### src/rtl/ramdma_transfer_engine.sv
// ramdma_transfer_engine: bus-master DMA between the system bus and SSRAM port B, burst by burst; config writes accepted only when idle.
// Write data holds while busBusy (one-cycle SSRAM prefetch per burst); RAMDMA_DONE_IRQ_EN adds doneIrq gated by control bit2.
module ramdma_transfer_engine #(
  parameter int memoryAddressWidth = 9,
  parameter int blockSizeWidth     = 10
) (
  input  logic                          clock,
  input  logic                          reset,
`ifdef RAMDMA_DONE_IRQ_EN
  output logic                          doneIrq,
`endif
  input  logic                          cfgWrite,
  input  logic [2:0]                    cfgSelect,
  input  logic [31:0]                   cfgData,
  output logic [31:0]                   cfgReadData,
  output logic [memoryAddressWidth-1:0] memAddressB,
  output logic                          memWriteEnableB,
  output logic [31:0]                   memDataInB,
  input  logic [31:0]                   memDataOutB,
  output logic                          busRequest,
  input  logic                          busGrant,
  output logic                          beginTransaction,
  output logic [31:0]                   busAddress,
  output logic [7:0]                    burstSize,
  output logic                          readNotWrite,
  input  logic [31:0]                   busDataIn,
  input  logic                          busDataValidIn,
  output logic [31:0]                   busDataOut,
  output logic                          busDataValidOut,
  input  logic                          busBusy,
  input  logic                          endTransactionIn,
  output logic                          endTransactionOut,
  input  logic                          busError
);
  localparam int AW = memoryAddressWidth;
  localparam int BW = blockSizeWidth;

  typedef enum logic [2:0] {IDLE, REQ, BURST, READ, PREFETCH, WRITE, ENDWRITE, NEXT} state_t;
  state_t state, nextState;

  logic [31:0]   busStartReg, curBusAddr;
  logic [AW-1:0] memStartReg, curMemAddr;
  logic [BW-1:0] blockSizeReg, remaining, burstLimit, burstLen;
  logic [7:0]    burstReg;
  logic [2:0]    controlReg;
  logic [8:0]    burstCount;
  logic          errorReg, dirRead;
  logic          cfgIdleWrite, startCmd, startGo, wordRead, wordWrite, abort;

  assign cfgIdleWrite = cfgWrite && (state == IDLE);
  assign startCmd     = cfgIdleWrite && (cfgSelect == 3'd4) && (cfgData[0] ^ cfgData[1]);
  assign startGo      = startCmd && (blockSizeReg != '0);
  assign wordRead     = (state == READ) && busDataValidIn && (burstCount != 9'd0);
  assign wordWrite    = (state == WRITE) && !busBusy;
  assign abort        = (state != IDLE) && busError;
  assign burstLimit   = BW'({1'b0, burstReg}) + BW'(1);
  assign burstLen     = (remaining < burstLimit) ? remaining : burstLimit;

  always_comb begin
    cfgReadData = '0;
    case (cfgSelect)
      3'd0:    cfgReadData = busStartReg;
      3'd1:    cfgReadData = 32'(memStartReg);
      3'd2:    cfgReadData = 32'(blockSizeReg);
      3'd3:    cfgReadData = 32'(burstReg);
      3'd4:    cfgReadData = 32'(controlReg);
      3'd5:    cfgReadData = {30'd0, errorReg, state != IDLE};
      default: cfgReadData = '0;
    endcase
  end

  always_comb begin
    nextState         = state;
    memAddressB       = '0;
    memWriteEnableB   = 1'b0;
    memDataInB        = '0;
    busRequest        = 1'b0;
    beginTransaction  = 1'b0;
    busAddress        = '0;
    burstSize         = '0;
    readNotWrite      = 1'b0;
    busDataOut        = '0;
    busDataValidOut   = 1'b0;
    endTransactionOut = 1'b0;
    case (state)
      IDLE: if (startGo) nextState = REQ;
      REQ: begin
        busRequest = 1'b1;
        if (busGrant) nextState = BURST;
      end
      BURST: begin
        busRequest       = 1'b1;
        beginTransaction = 1'b1;
        busAddress       = curBusAddr;
        burstSize        = 8'(burstLen - BW'(1));
        readNotWrite     = dirRead;
        nextState        = dirRead ? READ : PREFETCH;
      end
      READ: begin
        busRequest  = 1'b1;
        memAddressB = curMemAddr;
        if (wordRead) begin
          memWriteEnableB = 1'b1;
          memDataInB      = busDataIn;
        end
        if (endTransactionIn) nextState = NEXT;
      end
      PREFETCH: begin
        busRequest  = 1'b1;
        memAddressB = curMemAddr;
        nextState   = WRITE;
      end
      WRITE: begin
        busRequest      = 1'b1;
        busDataValidOut = 1'b1;
        busDataOut      = memDataOutB;
        // Holding the address during a stall keeps the SSRAM output, and so the bus data, frozen.
        memAddressB     = busBusy ? curMemAddr : curMemAddr + AW'(1);
        if (wordWrite && burstCount == 9'd1) nextState = ENDWRITE;
      end
      ENDWRITE: begin
        busRequest        = 1'b1;
        endTransactionOut = 1'b1;
        nextState         = NEXT;
      end
      NEXT: nextState = (remaining != '0) ? REQ : IDLE;
      default: nextState = IDLE;
    endcase
    if (abort) nextState = IDLE;
  end

  always_ff @(posedge clock or posedge reset) begin
    if (reset) begin
      state        <= IDLE;
      busStartReg  <= '0;
      memStartReg  <= '0;
      blockSizeReg <= '0;
      burstReg     <= '0;
      controlReg   <= '0;
      errorReg     <= 1'b0;
      dirRead      <= 1'b0;
      curBusAddr   <= '0;
      curMemAddr   <= '0;
      remaining    <= '0;
      burstCount   <= '0;
`ifdef RAMDMA_DONE_IRQ_EN
      doneIrq      <= 1'b0;
`endif
    end else begin
      state <= nextState;
      if (cfgIdleWrite) begin
        case (cfgSelect)
          3'd0:    busStartReg  <= {cfgData[31:2], 2'b00};
          3'd1:    memStartReg  <= cfgData[AW-1:0];
          3'd2:    blockSizeReg <= cfgData[BW-1:0];
          3'd3:    burstReg     <= cfgData[7:0];
          3'd4:    controlReg   <= cfgData[2:0];
          default: ;
        endcase
      end
      if (startCmd) errorReg <= 1'b0;
      if (startGo) begin
        curBusAddr <= busStartReg;
        curMemAddr <= memStartReg;
        remaining  <= blockSizeReg;
        dirRead    <= cfgData[0];
      end
      if (state == BURST) burstCount <= 9'(burstLen);
      // Counters move per word actually transferred, so a short read burst leaves the rest pending.
      if (wordRead || wordWrite) begin
        curBusAddr <= curBusAddr + 32'd4;
        curMemAddr <= curMemAddr + AW'(1);
        remaining  <= remaining - BW'(1);
        burstCount <= burstCount - 9'd1;
      end
      if (abort) errorReg <= 1'b1;
`ifdef RAMDMA_DONE_IRQ_EN
      doneIrq <= controlReg[2] && (state != IDLE) && (nextState == IDLE);
`endif
    end
  end
endmodule

### config.mk
export PLATFORM = sky130hd
export DESIGN_NAME = ramdma_transfer_engine
export DESIGN_NICKNAME = d
export VERILOG_FILES = /design/src/rtl/ramdma_transfer_engine.sv
export SDC_FILE = /design/constraint.sdc
export NUM_CORES = 1
export LEC_CHECK = 0
export ABC_AREA = 1
export CAP_MARGIN = 20
export CORE_UTILIZATION = 40
export CTS_BUF_LIST = sky130_fd_sc_hd__clkbuf_2
export CTS_CLUSTER_SIZE = 20
export DETAILED_ROUTE_END_ITERATION = 8
export HOLD_SLACK_MARGIN = 0.05
export PLACE_DENSITY = 0.74
export SYNTH_ARGS = -nofsm -noshare
export SYNTH_HDL_FRONTEND = slang
export SYNTH_SLANG_ARGS = --single-unit
### constraint.sdc
create_clock -name clock -period 3.7 [get_ports clock]
set_input_delay 0.37 -clock clock [delete_from_list [all_inputs] [get_ports clock]]
set_output_delay 0.37 -clock clock [all_outputs]
set_load 0.02 [all_outputs]
==> impl_metrics.toml, run 1 <==
[sta]
fmax_ghz = 0.250
timing.final.hold_violations = 0
period_share = 1.08
period_needed_ns = 3.99
relSlewSlack = 0.438
setup_violations = 7
skew_ns = 0.0332
setup_ws_ns = -0.294
slew_viol_final = 0
whs_ns = 0.148
worstMarginPinSlew_ns = 0.844
rsz0062_at_grt = "true"

[global_routing]
overflow = 0
grt_pass1_wl_um = 41100
grt_pass1_vias = 8061
grt_max_degree = 65
grt_usage = 0.259
antenna_found_initial = 1

[setup_path]
arrival_ns = 3.62
critical_path.slowest_cell = "dfrtp_1"
worstPathBufferInverterCount = 8
critPathLaunchType = "flop"
path_delay_family = "simple AND/OR/NAND/NOR gates"
cp_data_required_time_ns = 3.33
path_cells = "nand2_2 > nor2_4 > buf_4 > buf_4 > buf_4 > buf_4 > buf_4 > buf_4 > buf_4 > nand3_1 > nand3_2 > nand2_2 > nor2_4 > nand3_4 > nand2_8 > nand2_2 > o21ai_4 > ha_4 > or2_4 > a21oi_2 > buf_6"
cp_slowest_stage_delay_ns = 0.46
crit_type = "flop to output port"
endpoint_kind = "output port"
crit_fanout = 6
cp_common_cell = "buf_4"

[route]
first_pass_iters = 6
drcViolationCount = 0
initialDrtViolationCount = 665
wl_um = 27100
wl_per_cell_um = 15.9
vias_per_cell = 5.18
antenna_left = 0
vias = 8788

[hold_path]
hold_path_class = "input pin to asynchronous set/reset pin"

[power_and_ir_drop]
leakagePower_uw = 0.00531
peakVddDrop_uv = 336
finalPower_uw = 8700
powerDensity_nw_per_um2 = 746

[clocking]
clock_latency_ns = 0.74
clock-sinks = 123
clkTransAtPathRegs_ns = 0.19
cts_buffers = 17
cts-root-buf = "clkbuf_2"
clk_path_buf_depth = 2
cts_tree = "built"
htreeDepth = 4

[cells_and_area]
finalNetCount = 1539
nFillCells = 1756
ff_latch_area_um2 = 3080
drive_gt1_frac = 0.124
syn_to_final_growth_pct = 45.8
multi_input_area_um2 = 4140

[yosys]
ys_top_cells_by_area = "dfrtp_1 38%, inv_1 10%, nor2_1 8.2%, nand2_1 8.1%, o21ai_0 7.1%"
ys_top_cells_by_count = "218 x inv_1, 174 x nor2_1, 172 x nand2_1, 123 x dfrtp_1, 113 x o21ai_0"
synth-seq-area-share = 0.385
synthCells = 1135
synth_most_common_cell = "inv_1"
synth_largest_area_cell = "dfrtp_1"
synth_top_area_frac = 0.385
synth-edff-count = 0
synth.distinct_cells = 46
synth_area_per_cell_um2 = 7.05
ys.flop_type = "dfrtp_1"
syn_area_um2 = 8000
async_flop_share = 1.00
synth-seq-cells = 123
synth_warnings = 0

[floorplanning]
rows = 51
core_um2 = 19500
fp.dieW_um = 143
dieArea_um2 = 20600
die_y_um = 143
initial_core_util = 0.410
ios = 258

[placed_design]
portBuffers = 255
place_hpwl_um = 19800
place.gp.congestion = 0.924

[run_status]
status = "complete, but fails checks"
violations = "setup timing"

[flow_run]
drv_cap = 0
per-layer routing:
metal	wire length (µm)	up-vias	global-route usage
met3	2050	67	0.0477
li1	-	4222	-
met2	13000	406	0.434
met5	0	-	0
met1	11200	4093	0.327
met4	808	0	0.108
path summary, 6_finish.rpt:
kind,startpoint,endpoint,slack (ns),cells after the start
max,burstReg[1]$_DFFE_PP0P_,burstSize[2],-0.29,21
min,reset,curMemAddr[8]$_DFFE_PP0P_,0.15,2
max reg2reg,burstCount[0]$_DFFE_PP0P_,curBusAddr[28]$_DFFE_PP0P_,0.81,13
min reg2reg,errorReg$_DFFE_PP0P_,errorReg$_DFFE_PP0P_,0.51,2
max in group asynchronous,reset,remaining[8]$_DFFE_PP0P_,2.80,3
min in group clock,cfgData[12],busStartReg[12]$_DFFE_PP0P_,0.16,3
sequential cells by signal (all words and copies together) (netlist names):
| name | flops |
|---|---|
| busStartReg | 30 |
| dirRead | 1 |
| memStartReg | 9 |
| burstReg | 8 |
| remaining | 10 |
| controlReg | 3 |
| burstCount | 9 |
| state | 3 |
| curBusAddr | 30 |
| blockSizeReg | 10 |
| curMemAddr | 9 |
| errorReg | 1 |
placed cells by master (no fill, tap or decap), drive strengths merged, types with 9 or more instances in the layout:
master,count
a21oi,24
buf,62
clkbuf,18
clkdlybuf4s50,246
clkinv,9
dfrtp,123
ha,12
inv,228
nand2,179
nand3,50
nand4,14
nor2,188
nor3,32
o211ai,17
o21ai,117
o221ai,30
o22ai,15
xor2,19
kinds of logic after synthesis:
group,count (synthesis),share of synthesized area
mux,4,0.00547
other cells,1,0.000469
buf+inv,273,0.132
xor+xnor,22,0.0241
flops,123,0.385
simple gates,475,0.264
fa+ha+maj,12,0.0188
compound gates,225,0.170
through the flow:
step	utilization	instances	instance area (µm²)	setup TNS, ns	setup slack (ns)
4_1_cts	0.584	1694	11400	-1.19	-0.225
2_1_floorplan	-	1136	8000	0	0.0591
5_1_grt	0.597	1698	11700	-2.60	-0.428
3_3_place_gp	0.562	1646	11000	0	0.0646
6_report	0.597	1698	11700	-1.42	-0.294
3_5_place_dp	0.562	1646	11000	-0.0596	-0.0503
area by class of cell:
class	instances	share of cell area
Antenna cell	1	0.000215
Clock buffer	18	0.00773
Clock inverter	13	0.0150
Inverter	229	0.0742
Multi-Input combinational cell	740	0.355
Sequential cell	123	0.264
Tap cell	265	0.0284
Timing Repair Buffer	309	0.255
timing repair:
action / 4_1_cts / 5_1_grt
setup endpoints to repair: 10 / 17
hold buffers: 0 / 0
pin swaps: 18 / 27
buffers inserted: 17 / 3
gates resized for setup: 59 / 53
power by group:
group / total, µW / leakage, µW / switching (µW) / internal [µW]
registers: 2550 / 0.00146 / 552 / 2000
clock network: 975 / 0.000157 / 536 / 439
logic: 5170 / 0.00370 / 3130 / 2050
total: 8700 / 0.00531 / 4220 / 4480
Power figures use the tool's default switching activity.
==> inputs of run 2 (changes only) <==
- ABC_CLOCK_PERIOD_IN_PS: default -> 3700
==> results of run 2 <==
No change in the layout: final DEF, timing and power equal those of run 1.
==> inputs of run 3 (changes only) <==
- CORE_UTILIZATION: 40 -> 44
- PLACE_DENSITY: 0.74 -> 0.8
==> run 3 against run 2 <==
Against the previous run:
- the flow still finishes with violations (setup timing)
- final cell count fell by 2.8%
- setup slack improved by 0.095 ns
- sequential share of layout area rose by 0.42 points
- largest cell class unchanged
- first-iteration DRC count fell by 4.2%
==> impl_metrics.toml, run 3 (synthesis gave the netlist of run 1 again) <==
[clocking]
clock_latency_ns = 0.74
htreeDepth = 4
cts_tree = "built"
cts_buffers = 17
clk_path_buf_depth = 2
clock-sinks = 123
clkTransAtPathRegs_ns = 0.20
cts-root-buf = "clkbuf_2"

[setup_path]
arrival_ns = 3.53
path_cells = "ha_4 > nand3_4 > nor2_4 > nand3_4 > ha_4 > and3_4 > nand2_4 > nor2_4 > nor2_4 > nand3_4 > nand2_8 > buf_6 > o21ai_4 > ha_4 > nand2_4 > buf_4 > nor3_2 > nor3_2 > buf_4"
cp_slowest_stage_delay_ns = 0.47
worstPathBufferInverterCount = 3
critPathLaunchType = "flop"
endpoint_kind = "output port"
cp_data_required_time_ns = 3.33
crit_type = "flop to output port"
path_delay_family = "simple AND/OR/NAND/NOR gates"
crit_fanout = 7
critical_path.slowest_cell = "dfrtp_1"

[global_routing]
grt_pass1_vias = 8029
antenna_found_initial = 2
grt_pass1_wl_um = 42100
grt_usage = 0.297
overflow = 0
grt_max_degree = 99

[floorplanning]
initial_core_util = 0.456
dieArea_um2 = 18700
core_um2 = 17500
fp.dieW_um = 137
die_y_um = 137
rows = 48
ios = 258

[sta]
whs_ns = 0.169
timing.final.hold_violations = 0
skew_ns = 0.0293
finalSetupTns_ns = -0.875
period_needed_ns = 3.90
setup_violations = 7
rsz0062_at_grt = "true"
relSlewSlack = 0.494
slew_viol_final = 0
setup_ws_ns = -0.198
period_share = 1.05
worstMarginPinSlew_ns = 0.758
fmax_ghz = 0.257

[power_and_ir_drop]
leakagePower_uw = 0.00525
peakVddDrop_uv = 543
powerDensity_nw_per_um2 = 744

[route]
wl_per_cell_um = 16.8
wl_um = 27700
initialDrtViolationCount = 637
antenna_left = 0
drcViolationCount = 0
vias = 8748
first_pass_iters = 8
vias_per_cell = 5.30

[cells_and_area]
final_util = 0.655
final_common_cell = "clkdlybuf4s50_1"
reg_top3 = "busStartReg x30, curBusAddr x30"
drive_gt1_frac = 0.118
finalNetCount = 1530
final_cell_mix = "246 x clkdlybuf4s50_1, 216 x inv_1, 169 x nor2_1"
syn_to_final_growth_pct = 43.5

[run_status]
violations = "setup timing"
status = "complete, but fails checks"

[placed_design]
portBuffers = 255
place_hpwl_um = 21000
place.gp.congestion = 0.933

[flow_run]
drv_cap = 0

[hold_path]
hold_path_class = "input pin to flop"
[run 3: worst paths after layout]
path                       slack [ns]  cells past startpoint                       from                     endpoint
hold reg to reg                  0.52                      2       errorReg$_DFFE_PP0P_         errorReg$_DFFE_PP0P_
setup reg to reg                 0.54                     12  burstCount[0]$_DFFE_PP0P_   curBusAddr[29]$_DFFE_PP0P_
setup / recovery                -0.20                     19    burstReg[1]$_DFFE_PP0P_                 burstSize[4]
max in group asynchronous        2.35                      4                      reset   curBusAddr[31]$_DFFE_PP0P_
hold / removal                   0.17                      3                cfgData[16]  busStartReg[16]$_DFFE_PP0P_
min in group asynchronous        0.49                      3                      reset         errorReg$_DFFE_PP0P_
[run 3: metal layers]
layer | routed length, µm | part of all wire | track usage
met3 | 2300 | 0.083 | 0.0652
met4 | 1170 | 0.042 | 0.143
met1 | 10900 | 0.39 | 0.365
met5 | 0 | 0 | 0
met2 | 13300 | 0.48 | 0.495
[run 3: where the power goes]
part | switching [µW] | internal [µW] | leakage [µW]
clock | 542 | 313 | 0.000138
sequential | 547 | 2000 | 0.00146
combinational | 3090 | 2050 | 0.00366
total | 4180 | 4360 | 0.00525
[run 3: worst min-delay path, delay by kind of cell]
kind / cells / cell delay, ns
compound gates: 1 / 0.07
simple gates: 1 / 0.06
buf+inv: 1 / 0.40
[run 3: timing repair]
action / 4_1_cts / 5_1_grt
hold buffers: 1 / 0
pin swaps: 20 / 30
setup endpoints to repair: 8 / 25
resized for setup: 56 / 52
hold endpoints to repair: 25 / 0
setup buffers: 8 / 7
[run 3: per-stage QoR]
| stage | setup slack, ns | area [µm²] | instances | power (µW) |
|---|---|---|---|---|
| after floorplan | 0.0591 | 8000 | 1136 | 5310 |
| after detailed placement | -0.0287 | 10900 | 1603 | 7030 |
| final | -0.198 | 11500 | 1650 | 8540 |
| after CTS | -0.253 | 11200 | 1643 | 8050 |
| after global placement | 0.0583 | 10900 | 1603 | 6940 |
| after global routing | -0.427 | 11500 | 1650 | 9200 |
[run 3: cell type report]
type | instances | area [µm²]
fill | 1542 | 6050
clock inverter | 12 | 124
tap | 225 | 282
multi-input combinational | 740 | 4120
sequential | 123 | 3080
clock buffer | 20 | 100
timing repair buffer | 300 | 2910
antenna | 1 | 2.50
inverter | 229 | 865
